[config.mk]
export PLATFORM = sky130hd
export DESIGN_NAME = sram_frame_clear
export DESIGN_NICKNAME = d
export VERILOG_FILES = /design/src/rtl/sram_frame_clear_pkg.sv /design/src/rtl/sram_frame_clear.sv
export SDC_FILE = /design/constraint.sdc
export NUM_CORES = 1
export LEC_CHECK = 0
export CORE_MARGIN = 2
export CORE_UTILIZATION = 40
export CTS_CLUSTER_SIZE = 24
export DETAILED_ROUTE_END_ITERATION = 10
export GPL_TIMING_DRIVEN = 0
export PLACE_DENSITY_LB_ADDON = 0.15
export SLEW_MARGIN = 20
export SYNTH_ARGS = -nofsm -noshare
export SYNTH_HDL_FRONTEND = slang
export SYNTH_SLANG_ARGS = --single-unit
export TNS_END_PERCENT = 30
[constraint.sdc]
create_clock -name Clk -period 4.1 [get_ports Clk]
set_input_delay 0.41 -clock Clk [delete_from_list [all_inputs] [get_ports Clk]]
set_output_delay 0.41 -clock Clk [all_outputs]
set_load 0.05 [all_outputs]
[src/rtl/sram_frame_clear_pkg.sv]
// Shared frame-buffer constants and the clear-engine state encoding.
// Used by the frame controller, the VGA fetch and the back-buffer clear engine.
package sram_frame_clear_pkg;

  localparam int unsigned FB_FRAME_WORDS = 307200;
  localparam int unsigned FB_ADDR_W      = 20;
  localparam int unsigned FB_CNT_W       = 19;

  localparam logic [FB_ADDR_W-1:0] FB_EVEN_BASE = 20'h00000;
  localparam logic [FB_ADDR_W-1:0] FB_ODD_BASE  = 20'h80000;

  typedef enum logic [1:0] {
    ST_IDLE  = 2'd0,
    ST_SETUP = 2'd1,
    ST_WRITE = 2'd2,
    ST_DONE  = 2'd3
  } clr_state_e;

endpackage

[src/rtl/sram_frame_clear.sv]
// Back-buffer clear engine: writes CLEAR_VALUE to every word of the buffer not
// on display, issuing a write cycle only while the SRAM arbiter grants the bus.
module sram_frame_clear
  import sram_frame_clear_pkg::*;
#(
  parameter int unsigned        ADDR_W      = 20,
  parameter int unsigned        DATA_W      = 16,
  parameter int unsigned        FRAME_WORDS = FB_FRAME_WORDS,
  parameter logic [ADDR_W-1:0]  EVEN_BASE   = ADDR_W'(FB_EVEN_BASE),
  parameter logic [ADDR_W-1:0]  ODD_BASE    = ADDR_W'(FB_ODD_BASE),
  parameter logic [DATA_W-1:0]  CLEAR_VALUE = '0
) (
  input  logic              Clk,
  input  logic              Reset,
  input  logic              clear_start,
  input  logic              even_frame,
  output logic              clear_done,
  output logic              bus_req,
  input  logic              bus_grant,
  output logic [ADDR_W-1:0] SRAM_ADDRESS,
  output logic              SRAM_WE_N,
  output logic              SRAM_OE_N,
  output logic [DATA_W-1:0] sram_dq_out,
  output logic              sram_dq_oe
);

  localparam int unsigned         CNT_W     = FB_CNT_W;
  localparam logic [CNT_W-1:0]    LAST_WORD = CNT_W'(FRAME_WORDS - 1);

  clr_state_e        state_q, state_d;
  logic [CNT_W-1:0]  count_q, count_d;
  logic [ADDR_W-1:0] base_q,  base_d;
  logic [ADDR_W-1:0] addr_q,  addr_d;
  logic              done_q,  done_d;
  logic              req_q,   req_d;
  logic              oe_q,    oe_d;

  // State and registered outputs; reset aborts any clear in flight.
  always_ff @(posedge Clk or negedge Reset) begin
    if (!Reset) begin
      state_q <= ST_IDLE;
      count_q <= '0;
      base_q  <= '0;
      addr_q  <= '0;
      done_q  <= 1'b0;
      req_q   <= 1'b0;
      oe_q    <= 1'b0;
    end else begin
      state_q <= state_d;
      count_q <= count_d;
      base_q  <= base_d;
      addr_q  <= addr_d;
      done_q  <= done_d;
      req_q   <= req_d;
      oe_q    <= oe_d;
    end
  end

  // Next-state logic; address and bus outputs are set up one cycle ahead.
  always_comb begin
    state_d = state_q;
    count_d = count_q;
    base_d  = base_q;
    addr_d  = addr_q;
    done_d  = done_q;
    req_d   = req_q;
    oe_d    = oe_q;

    unique case (state_q)
      ST_IDLE: begin
        if (clear_start) begin
          base_d  = even_frame ? ODD_BASE : EVEN_BASE;
          count_d = '0;
          addr_d  = base_d;
          done_d  = 1'b0;
          req_d   = 1'b1;
          oe_d    = 1'b1;
          state_d = ST_SETUP;
        end
      end
      ST_SETUP: begin
        if (bus_grant) state_d = ST_WRITE;
      end
      ST_WRITE: begin
        // A lost grant retries the same word from SETUP without counting it.
        if (!bus_grant) begin
          state_d = ST_SETUP;
        end else if (count_q == LAST_WORD) begin
          req_d   = 1'b0;
          oe_d    = 1'b0;
          state_d = ST_DONE;
        end else begin
          count_d = count_q + CNT_W'(1);
          addr_d  = base_q + ADDR_W'(count_d);
          state_d = ST_SETUP;
        end
      end
      ST_DONE: begin
        done_d  = 1'b1;
        state_d = ST_IDLE;
      end
      default: state_d = ST_IDLE;
    endcase
  end

  // Write strobe follows the grant within the cycle so a revoked grant never writes.
  assign SRAM_WE_N    = ~((state_q == ST_WRITE) && bus_grant);
  assign SRAM_OE_N    = 1'b1;
  assign sram_dq_out  = CLEAR_VALUE;
  assign SRAM_ADDRESS = addr_q;
  assign sram_dq_oe   = oe_q;
  assign bus_req      = req_q;
  assign clear_done   = done_q;

endmodule

* After elaboration in Yosys (flattened, before gate mapping)
Cells that the tools add are included.
** Word-level totals
- Register bits after elaboration :: 63
- Latch bits :: 0
- Bits in writable memories :: 0
- Memory bits (read-only) :: 0
- Bits of input ports :: 5
- Output and inout port bits :: 41
- Word-level logic and storage cells :: 47
- Memories kept :: 0
** Operators by class
- $add $sub $neg :: 2
- Multiply operators :: 0
- Divide/modulo/power cells :: 0
- $lt $le $gt $ge :: 0
- Equal/unequal tests :: 9
- Shifts and indexed selects :: 0
- Muxes and demuxes :: 20
- Bitwise gates (word level) :: 1
- Reductions and logical operators :: 9
** Operator list (count)
- 2-to-1 mux 20 bit :: 4
- 2-to-1 mux 19 bit :: 3
- one-hot mux 20 bit (2 select lines) :: 1
- one-hot mux 19 bit (2 select lines) :: 1
- adder 20 x 19 -> 20 bit :: 1
- adder 19 x 1 -> 19 bit (second input constant) :: 1
- == test 19 bit (second input constant) :: 1
- inequality test 2 bit (second input constant) :: 5
- 2-to-1 mux 2 bit :: 4
- one-hot mux 2 bit (4 select lines) :: 1
- AND reduction 4 bit :: 2
- AND reduction 2 bit :: 3
- == test 2 bit (second input constant) :: 2
- 2-to-1 mux 1 bit :: 4
- one-hot mux 1 bit (2 select lines) :: 2
- nonzero test 2 bit :: 2
- == test 2 x 1 -> 1 bit (second input constant) :: 1
- zero test 2 bit :: 1
- logical AND 1 bit :: 1
- NOT 1 bit :: 1

* Longest topological paths before layout
Gate-level depths: netlist (run 1).
- Word-level depth :: 5
- Mapped depth :: 7
- Gate-level depth less buffers :: 6

* Worst setup path after synthesis (run 1)
Ideal clock, no wire load.
- Kind :: register -> register
- Start point :: register count_q[0]
- End point :: register count_q[16]
- Setup time :: 0.145 ns
- Data arrival time :: 1.987 ns
- Data required time :: 3.955 ns
- Path slack :: 1.968 ns
- Cell stages (with the launch flop) :: 7
- Buffers on the path :: 0
- Clock period less this slack :: 2.132 ns
- Cells stage by stage :: dfrtp_1 > ha_1 > nand3_1 > nor4_2 > a31oi_1 > o21ai_0 > o31ai_1
** On the way
- Cells in the longest elaborated chain, start to end :: 4
- Elaborated cells between the ends (all ways) :: 7
- Classes of those cells :: add/sub: 1; eq/ne: 2; mux: 3; reduce/logical: 1
** Ends and longest elaborated chain
- from (decl) :: line sram_frame_clear.sv:31 : logic [CNT_W-1:0] count_q, count_d;
- from (signal assigned) :: line sram_frame_clear.sv:50 : count_q <= count_d;
- adder 19 x 1 -> 19 bit :: line sram_frame_clear.sv:93 : count_d = count_q + CNT_W'(1);
- 2-to-1 mux 19 bit :: line sram_frame_clear.sv:88 : end else if (count_q == LAST_WORD) begin
- 2-to-1 mux 19 bit :: line sram_frame_clear.sv:86 : if (!bus_grant) begin
- one-hot mux 19 bit (2 select lines) :: line sram_frame_clear.sv:69 : unique case (state_q)
Several ways; a longest one is shown, not always the timed one. The select of a mux whose other input is x is not followed.
A chain may end at the register's enable or synchronous reset.

* Final worst setup path (run 1)
- Start point :: register state_q[1]
- End point :: output port SRAM_WE_N
** On the way
- Cells in the longest elaborated chain, start to end :: 3
** Ends and longest elaborated chain
- from (decl) :: line sram_frame_clear.sv:30 : clr_state_e state_q, state_d;
- from (signal assigned) :: line sram_frame_clear.sv:49 : state_q <= state_d;
- == test 2 bit :: line sram_frame_clear.sv:107 : assign SRAM_WE_N = ~((state_q == ST_WRITE) && bus_grant);
- logical AND 1 bit :: line sram_frame_clear.sv:107
- NOT 1 bit :: line sram_frame_clear.sv:107
- to (decl) :: line sram_frame_clear.sv:21 : output logic SRAM_WE_N,
No other way between the ends.

==> results of run 1 <==
stage by stage:
| stage | total power, uW | setup WS [ns] | instance area [sq um] | instances |
|---|---|---|---|---|
| detailed placement | 610.1 | 1.809 | 1909 | 263 |
| finish | 753.4 | 1.640 | 1954 | 267 |
| global placement | 608.7 | 1.796 | 1914 | 263 |
| CTS | 757.9 | 1.627 | 1954 | 267 |
| floorplan | 532.2 | 1.968 | 1574 | 187 |
| global route | 801.1 | 1.516 | 1954 | 267 |
state kept, by name, indices dropped and copies added, names as in the netlist:
name          count
base_q            1
state_q           2
count_q          18
clear_done        1
SRAM_ADDRESS      2
sram_dq_oe        1
worst register-to-register path: cells and delay by family, from the launching register on:
family | cells | cell delay (ns)
adder cells (fa/ha/maj) | 1 | 0.23
AO/OA/AOI/OAI | 3 | 0.43
AND/OR/NAND/NOR | 2 | 0.86
flip-flops | 1 | 0.44
power by group:
| part | total (uW) | leakage [uW] | switching (uW) | internal (uW) |
|---|---|---|---|---|
| logic | 308 | 0.000458 | 199 | 109 |
| registers | 301 | 0.000336 | 26.2 | 274 |
| clock network | 145 | 0.0000228 | 75.1 | 69.5 |
routing by layer:
layer / GRT usage (%) / vias up / wire (microns)
li1: - / 684 / -
met1: 23.80 / 645 / 1643
met2: 27.68 / 58 / 1670
met3: 3.425 / 6 / 197
met4: 4.688 / 0 / 30
met5: 0 / - / 0
area by class of cell:
class                      instances  area (sq um)
fill                             352          1707
multi-input combinational        132         743.2
sequential                        25         625.6
timing repair buffer              28         275.3
buffer                            25         186.4
tap                               48         60.06
clock buffer                       4         45.04
inverter                           5         18.77
final timing paths:
check                                      start          endpoint  slack (ns)
worst max-delay path                  state_q[1]         SRAM_WE_N        1.64
worst min-delay path                       Reset        count_q[8]        0.12
worst max register to register        count_q[0]  SRAM_ADDRESS[18]        2.03
worst min register to register  SRAM_ADDRESS[19]  SRAM_ADDRESS[19]        0.51
max in group asynchronous                  Reset        state_q[1]        3.61
min in group Clk                SRAM_ADDRESS[19]  SRAM_ADDRESS[19]        0.51
synthesized netlist by cell type, types with 2 or more instances:
cell,count,area share [%]
o21ai_1,2,0.66
nor2_1,15,3.7
o31ai_1,12,5.9
nor4_2,2,1.6
o21ai_0,19,6.3
o41ai_1,3,1.7
and3_1,3,1.2
nand3_2,2,1.3
buf_6,3,2.2
conb_1,2,0.49
nand2b_1,4,1.6
a31oi_1,6,2.5
inv_1,5,1.2
nor3_1,3,0.99
dfrtp_1,25,41
and2_1,2,0.82
nand2_1,12,3.0
nand4_1,3,1.2
buf_4,18,8.9
clkbuf_1,2,0.49
mux2i_1,2,1.3
a21oi_1,3,0.99
nand3_1,11,3.6
kinds of logic (layout without fill, tap and decap cells):
logic type,after synthesis,count (layout),share of synthesized area (%)
AO/OA/AOI/OAI,50,50,20.69
adder cells (fa/ha/maj),1,1,0.8243
buffers and inverters,30,62,13.52
flip-flops,25,25,41.22
multiplexers,3,3,2.061
other,2,17,0.4948
AND/OR/NAND/NOR,61,61,21.19
==> metrics.md, run 1 <==
| Metric | Value |
|---|---|
| Remaining DRCs | 0 |
| CTS Root Cell | clkbuf_8 |
| Area grow syn2layout | 28.77% |
| First-pass GRT wire length | approximately 5800 microns |
| Fin nets | around 230 |
| Clk_lat worst skew | between 0.2 and 0.3 ns |
| Avg WL per Cell | approximately 13 microns |
| CTS buffer count | 3 |
| Hold_ws | 0.1220 ns |
| Cell count after synthesis | ~170 |
| Crit start category | register |
| Syn Area/Cell | a little under 9 sq um |
| CTS Buffer Depth | 2 |
| Detailed placement HPWL | about 2600 microns |
| Seq cells post-synth | 25 |
| Fmax achieved | slightly above 400 MHz |
| Unrepaired setup endpoints after global routing | no |
| TritonCTS sink count | 25 |
| Vias after detailed routing | 1393 |
| Initial DRC count | between 70 and 80 |
| Crit path buf inv count | 2 |
| Core Footprint | approximately 3700 sq um |
| Setup total negative slack | 0 ns |
| Grt ovf | 0 |
| Vias in the first global route | between 1000 and 1500 |
| Hold Crit Class | in -> async |
| Post-CTS setup buffers | 0 |
| CP arrival | between 2 and 2.5 ns |
| Most frequent cells in the layout | clkdlybuf4s50_1 (27), dfrtp_1 (25), o21ai_0 (19) |
| Synth Flop Type | dfrtp_1 |
| Slew Limit Headroom | 60.89% |
| Gr usage total | between 10% and 20% |
| 1st-pass router iterations | 4 |
| Reg clk slew, reported paths | about 0.080 ns |
| Cells along the critical path | buf_2 > nor2b_1 > nand2_1 > clkdlybuf4s50_1 |
| Skew final | between 0.002 and 0.0025 ns |
| Chip Height | approximately 66 microns |
| CTS Hold Bufs | 0 |
| Post-synth ARST share | between 90% and 100% |
| Tightest Pin Transition | between 0.5 and 0.6 ns |
| Slowest CP cell | clkdlybuf4s50_1 |
| Seq/Total Area, Yosys | 41.22% |
| EDFF count, synth | 0 |
| CTS tree | built |
| Final core utilization | 53.38% |
| Element type at the critical path end | primary output |
| Final min period | between 2 and 2.5 ns |
| Crit Path Max Fanout | 8 |
| Worst vdd ir | 0.0002784 V |
| WS Path Type | reg -> out |
| Die W | ~66 microns |
| Post_cts resized | 0 |
| Std-Cell Rows | 22 |
| Fin. max-slew vios | 0 |
| WP data required | ~3.7 ns |
| Syn. warnings | 0 |
| Starting Density | between 40% and 50% |
| Die Area | 4303 sq um |
| IO Pins | between 40 and 50 |
| CP top delay family | buffers and inverters |
| Worst Reg-to-Reg Cells | 6 |
| H-tree Lvls | 1 |
| Initial antenna violation count | 0 |
| Total Routed Length | ~3500 microns |
| Max-cap violations | 0 |
| Final Hold Violating Endpoints | 0 |
| Layout cells sized above 1 | between 10% and 20% |
| P_leak | 0.0008174 uW |
| Period utilization | 59.99% |
| Antenna Nets Post-Route | 0 |
| Pin count of the biggest net entering global routing | 26 |
| Distinct cells, synth | 36 |
| Setup violators final | 0 |
| Slowest stage delay, CP | between 0.7 and 0.8 ns |
| Port buffer count | 28 |
| Commonest non-fill, non-tap cell in the layout | clkdlybuf4s50_1 |
| Pwr Density | approximately 390 nW/um^2 |
| N_diodes | 0 |
| WP depth | 4 |
| GP Congestion | 0.8643 |
| Outcome | complete, no violations |
| Mapped cell area | about 1500 sq um |
| Vias per cell | about 5.2 |
Power figures use the tool's default switching activity.
==> run 2: changes to the inputs <==
==> constraint.sdc (replaced) <==
create_clock -name Clk -period 2.35 [get_ports Clk]
set_input_delay 0.235 -clock Clk [delete_from_list [all_inputs] [get_ports Clk]]
set_output_delay 0.235 -clock Clk [all_outputs]
set_load 0.05 [all_outputs]
==> run 2 against run 1 <==
  * Sequential power increased by 74%
  * Final area increased by 0.64%
  * Largest cell class unchanged
  * Total power increased by 75%
  * Setup slack got worse by 1.4 ns
  * Count of clock-buffer cells in the layout is the same
==> metrics.md, run 2 (synthesized netlist as in run 1, its figures left out) <==
| Metric | Value |
|---|---|
| Clk_lat worst skew | 0.27 ns (was 0.26 ns) |
| First-pass GRT wire length | 5823 microns (unchanged) |
| WP data required | 2.50 ns (was 3.69 ns) |
| P_leak | 0.0008220 uW (was 0.0008174 uW) |
| Critical R2R Launch | count_q[0] (unchanged) |
| Std-Cell Rows | 22 (unchanged) |
| Initial DRC count | 107 (was 76) |
| Die W | 65.60 microns (unchanged) |
| CTS buffer count | 3 (unchanged) |
| Final Hold Violating Endpoints | 0 (unchanged) |
| Reg power frac | 39.8% (was 39.9%) |
| Total Routed Length | 3534 microns (was 3542 microns) |
| Comb pwr share | 40.9% (about the same) |
| Clk pwr share | 19.3% (was 19.2%) |
| Starting Density | 41.46% (unchanged) |
| Vias after detailed routing | 1402 (was 1393) |
| TritonCTS sink count | 25 (unchanged) |
| Chip Height | 65.60 microns (unchanged) |
| WS Path Type | reg -> reg (was reg -> out) |
| Fin nets | 227 (was 226) |
| Slew Limit Headroom | 61.69% (was 60.89%) |
| Antenna Nets Post-Route | 0 (unchanged) |
| Fin. max-slew vios | 0 (unchanged) |
| Footprint of the multi-input gates | 743.2 sq um (unchanged) |
| 1st-pass router iterations | 4 (unchanged) |
| Grt ovf | 0 (unchanged) |
| Detailed placement HPWL | 2571 microns (unchanged) |
| Layout cells sized above 1 | 15.45% (was 15.53%) |
| Die Area | 4303 sq um (unchanged) |
| Design Power | 1318 uW (was 753.4 uW) |
| Hold Crit Class | in -> async (unchanged) |
| Pwr Density | 670.0 nW/um^2 (was 385.5 nW/um^2) |
| Crit start category | register (unchanged) |
| Setup total negative slack | 0 ns (unchanged) |
| Cells along the critical path | ha_1 > nand3_1 > nor4_2 > a31oi_1 > o21ai_0 > o31ai_1 (was buf_2 > nor2b_1 > nand2_1 > clkdlybuf4s50_1) |
| Setup violators final | 0 (unchanged) |
| GP Congestion | 0.8643 (unchanged) |
| Worst vdd ir | 0.0004845 V (was 0.0002784 V) |
| Most flop-heavy register | count_q (unchanged) |
| CTS Root Cell | clkbuf_8 (unchanged) |
| Port buffer count | 28 (unchanged) |
| Tightest Pin Transition | 0.5699 ns (was 0.5818 ns) |
| Max reg flops | 18 (unchanged) |
| H-tree Lvls | 1 (unchanged) |
| Avg WL per Cell | 13.19 microns (was 13.27 microns) |
| Initial antenna violation count | 0 (unchanged) |
| Vias in the first global route | 1303 (unchanged) |
| Element type at the critical path end | register (was primary output) |
| N_diodes | 0 (unchanged) |
| Area grow syn2layout | 29.60% (was 28.77%) |
| Hold_ws | 0.4838 ns (was 0.1220 ns) |
| Crit Path Max Fanout | 6 (was 8) |
| Commonest non-fill, non-tap cell in the layout | clkdlybuf4s50_1 (unchanged) |
| Core Footprint | 3661 sq um (unchanged) |
| Outcome | complete, no violations (unchanged) |
| Internal power | 791.3 uW (was 453.0 uW) |
| Sw Ratio | 39.96% (was 39.87%) |
| Max-cap violations | 0 (unchanged) |
| Pin count of the biggest net entering global routing | 26 (unchanged) |
| Gr usage total | 17.27% (unchanged) |
| Most frequent cells in the layout | clkdlybuf4s50_1 (26), dfrtp_1 (25), o21ai_0 (19) (was clkdlybuf4s50_1 (27), dfrtp_1 (25), o21ai_0 (19)) |
| Register area | 625.6 sq um (unchanged) |
| Fmax achieved | a little under 500 MHz |
| Unrepaired setup endpoints after global routing | no (unchanged) |
| CP arrival | 2.23 ns (was 2.05 ns) |
| Slowest CP cell | nor4_2 (was clkdlybuf4s50_1) |
| Vias per cell | 5.231 (was 5.217) |
| Slowest stage delay, CP | 0.62 ns (was 0.74 ns) |
| Remaining DRCs | 0 (unchanged) |
| IO Pins | 46 (unchanged) |
| Reg clk slew, reported paths | 0.09 ns (was 0.08 ns) |
| Final min period | roughly 2.1 ns |
| Period utilization | about nine tenths |
| P_sw | 526.6 uW (was 300.4 uW) |
| Filler cells | 350 (was 352) |
| Worst Setup SP | count_q[0] (was state_q[1]) |
| Skew final | 0.003813 ns (was 0.002415 ns) |
| CTS Buffer Depth | 2 (unchanged) |
| CTS tree | built (unchanged) |
## run 2: metal layers
| metal | routed length (microns) | track usage [%] | up-vias |
|---|---|---|---|
| met4 | 31 | 4.688 | 0 |
| met5 | 0 | 0 | - |
| li1 | - | - | 689 |
| met2 | 1673 | 27.68 | 61 |
| met3 | 199 | 3.253 | 6 |
| met1 | 1630 | 23.91 | 646 |
## run 2: through the flow
step / setup slack, ns / cell area, sq um / util, % / instances
after detailed placement: 0.2982 / 1909 / 52.15 / 263
after floorplan: 0.2182 / 1574 / - / 187
after global placement: 0.3363 / 1914 / 52.29 / 263
after global routing: 0.05088 / 1967 / 53.73 / 268
final: 0.2687 / 1967 / 53.73 / 268
after CTS: 0.05206 / 1964 / 53.66 / 268
## run 2: worst max-delay path: cells and delay by family (launching register included)
family,cells,cell delay [ns]
AND/OR/NAND/NOR,2,0.85
flip-flops,1,0.44
AO/OA/AOI/OAI,3,0.45
adder cells (fa/ha/maj),1,0.23
## run 2: path summary, 6_finish.rpt
kind	to	slack, ns	cells after the start
worst max-delay path	SRAM_ADDRESS[18]	0.27	6
worst min-delay path	count_q[11]	0.48	2
worst max register to register	SRAM_ADDRESS[18]	0.27	6
min in group Clk	SRAM_ADDRESS[19]	0.51	2
max in group asynchronous	state_q[1]	1.50	2
worst min register to register	SRAM_ADDRESS[19]	0.51	2
## run 2: power groups by stage
stage | Clock (uW) | Combinational (uW) | Sequential [uW]
after detailed placement | 0 | 532 | 532
after floorplan | 0 | 311 | 618
after CTS | 263 | 536 | 524
after global routing | 288 | 579 | 532
after global placement | 0 | 533 | 529
final | 254 | 540 | 524
## run 2: timing repair
item	in CTS	in global routing
setup buffers	0	0
gates resized for setup	0	1
endpoints found under the hold margin	25	0
hold buffers	1	0
setup endpoints to repair	0	1
## run 2: cell type report
| type | instances | share of cell area, % |
|---|---|---|
| repair buffers | 29 | 14.63 |
| inverters | 5 | 0.9542 |
| clock buffers | 4 | 2.290 |
| flip-flops and latches | 25 | 31.81 |
| plain buffers | 25 | 9.478 |
| multi-input cells | 132 | 37.79 |
| well taps | 48 | 3.053 |
==> run 3: changes to the inputs <==
--- a/config.mk
+++ b/config.mk
@@ -10,7 +10,7 @@
 export CTS_CLUSTER_SIZE = 24
 export DETAILED_ROUTE_END_ITERATION = 10
 export GPL_TIMING_DRIVEN = 0
-export PLACE_DENSITY_LB_ADDON = 0.15
+export PLACE_DENSITY = 0.69
 export SLEW_MARGIN = 20
 export SYNTH_ARGS = -nofsm -noshare
 export SYNTH_HDL_FRONTEND = slang
==> run 3 against run 2 <==
  * Flip-flop and latch count stayed put
  * Die area stayed put
  * Count of clock-buffer cells in the layout is 1 lower
  * Largest cell class unchanged
  * First-iteration DRC count is 7.5% lower
  * Global-route usage hardly changed
  * Sequential share of layout area hardly changed
  * Largest power group unchanged
  * Setup slack better by 0.058 ns
  * Non-clock buffer count stayed put
  * Cell count stayed put
  * Clock skew is 0.0036 ns higher
  * Via count is 2.8% lower
==> metrics.md, run 3 (synthesized netlist as in run 1, its figures left out) <==
| Metric | Value |
|---|---|
| Outcome | complete, no violations (unchanged) |
| Total Routed Length | 3360 microns (was 3534 microns) |
| Internal power | 789.3 uW (was 791.3 uW) |
| Tightest Pin Transition | 0.5509 ns (was 0.5699 ns) |
| P_leak | 0.0008248 uW (was 0.0008220 uW) |
| CP arrival | 2.18 ns (was 2.23 ns) |
| Setup total negative slack | 0 ns (unchanged) |
| Reg2reg end | count_q[11] (was SRAM_ADDRESS[18]) |
| Setup violators final | 0 (unchanged) |
| Critical R2R Launch | count_q[0] (unchanged) |
| Unrepaired setup endpoints after global routing | no (unchanged) |
| Reg power frac | 39.7% (was 39.8%) |
| Remaining DRCs | 0 (unchanged) |
| Avg WL per Cell | 12.54 microns (was 13.19 microns) |
| Crit start category | register (unchanged) |
| GR Util met1 | 23.28% (was 23.91%) |
| Comb pwr share | 40.7% (was 40.9%) |
| Skew final | 0.007424 ns (was 0.003813 ns) |
| Vias per cell | 5.086 (was 5.231) |
| CTS buffer count | 3 (unchanged) |
| N_diodes | 0 (unchanged) |
| IO Pins | 46 (unchanged) |
| Grt met3 use | 2.055% (was 3.253%) |
| Pwr Density | 671.9 nW/um^2 (was 670.0 nW/um^2) |
| Hold Crit Class | in -> async (unchanged) |
| Area grow syn2layout | 29.68% (was 29.60%) |
| GR peak layer | met2 (unchanged) |
| Max-cap violations | 0 (unchanged) |
| Die W | 65.60 microns (unchanged) |
| H-tree Lvls | 1 (unchanged) |
| WP data required | 2.50 ns (about the same) |
| Crit Path Max Fanout | 10 (was 6) |
| Clk_lat worst skew | 0.27 ns (about the same) |
| 1st-pass router iterations | 4 (unchanged) |
| Commonest non-fill, non-tap cell in the layout | clkdlybuf4s50_1 (unchanged) |
| CTS tree | built (unchanged) |
| Most frequent cells in the layout | clkdlybuf4s50_1 (26), dfrtp_1 (25), o21ai_0 (19) (unchanged) |
| Die Area | 4303 sq um (unchanged) |
| Final min period | 2.024 ns (was 2.081 ns) |
| Gr usage total | 17.30% (was 17.27%) |
| R2R Setup Slk | 0.33 ns (was 0.27 ns) |
| Initial DRC count | 99 (was 107) |
| TritonCTS sink count | 25 (unchanged) |
| Chip Height | 65.60 microns (unchanged) |
| GP Congestion | 0.8637 (was 0.8643) |
| WS Path Type | reg -> reg (unchanged) |
| Vias after detailed routing | 1363 (was 1402) |
| First-pass GRT wire length | 5713 microns (was 5823 microns) |
| Layout cells sized above 1 | 15.91% (was 15.45%) |
| Worst vdd ir | 0.0004316 V (was 0.0004845 V) |
| Sw Ratio | 40.31% (was 39.96%) |
| CTS Root Cell | clkbuf_8 (unchanged) |
| Core Footprint | 3661 sq um (unchanged) |
| Design Power | 1322 uW (was 1318 uW) |
| Port buffer count | 28 (unchanged) |
| Max reg flops | 18 (unchanged) |
| Antenna Nets Post-Route | 0 (unchanged) |
| Worst Reg-to-Reg Cells | 7 (was 6) |
| CTS Buffer Depth | 2 (unchanged) |
| GRT met2 Usage | 28.32% (was 27.68%) |
| Fin. max-slew vios | 0 (unchanged) |
| Post-CTS setup buffers | 0 (unchanged) |
| Filler cells | 351 (was 350) |
| Reg clk slew, reported paths | 0.09 ns (about the same) |
| Element type at the critical path end | register (unchanged) |
| Fin nets | 227 (unchanged) |
| Detailed placement HPWL | 2457 microns (was 2571 microns) |
| Initial antenna violation count | 0 (unchanged) |
| Slew Limit Headroom | 62.97% (was 61.69%) |
| Pin count of the biggest net entering global routing | 26 (unchanged) |
| Final Hold Violating Endpoints | 0 (unchanged) |
| Vias in the first global route | 1210 (was 1303) |
| Most flop-heavy register | count_q (unchanged) |
| Grt ovf | 0 (unchanged) |
| P_sw | 533.0 uW (was 526.6 uW) |
| Period utilization | 86.12% (was 88.57%) |
| Clk pwr share | 19.7% (was 19.3%) |
| Starting Density | 41.46% (unchanged) |
| Std-Cell Rows | 22 (unchanged) |
| Fmax achieved | 494.1 MHz (was 480.5 MHz) |
## run 3: through the flow
step                setup slack [ns]  util [%]  hold slack [ns]  cell area (sq um)  cells
floorplan                     0.2182         -         -0.06059               1574    187
global placement              0.3196     52.29           0.4748               1914    263
detailed placement            0.3415     52.29           0.5031               1914    263
CTS                          0.05498     53.55           0.5240               1961    267
global route                  0.1011     53.76           0.5414               1968    268
finish                        0.3263     53.76           0.4719               1968    268
## run 3: layout make-up
cell class	instances	area [sq um]	share of cell area [%]
multi-input combinational	132	743.2	37.76
buffer	25	186.4	9.472
clock buffer	3	41.29	2.098
inverter	5	18.77	0.9536
clock inverter	1	5.005	0.2543
timing repair buffer	29	287.8	14.62
tap	48	60.06	3.051
sequential	25	625.6	31.79
## run 3: worst max-delay path by stage
stage,from,end,slack [ns]
after detailed placement,count_q[0],count_q[2],0.34
final,count_q[0],count_q[11],0.33
after global placement,count_q[0],count_q[2],0.32
after global routing,count_q[1],count_q[2],0.10
after CTS,state_q[1],SRAM_WE_N,0.05
after floorplan,count_q[0],count_q[16],0.22
## run 3: power by group through the flow
stage	Combinational (uW)	Clock [uW]	Sequential, uW
4_1_cts	540	266	525
3_5_place_dp	539	0	534
3_3_place_gp	534	0	530
6_report	538	260	524
5_1_grt	582	284	536
2_1_floorplan	311	0	618
## run 3: per-layer routing
metal	vias up	part of all wire, %
met5	-	0
met4	0	1.4
met3	4	5.1
met2	38	46
met1	632	48
li1	689	-
## run 3: repair_timing
item                       4_1_cts  5_1_grt
setup endpoints to repair        0        1
hold endpoints to repair         0       25
resized for setup                0        1
hold buffers                     0        1
## run 3: worst max-delay path: stages (launching register included)
cell,delay (ns)
dfrtp_1,0.43
ha_1,0.23
nand3_1,0.22
nor4_2,0.39
nand2_1,0.17
nand3_2,0.21
buf_6,0.18
o31ai_1,0.08
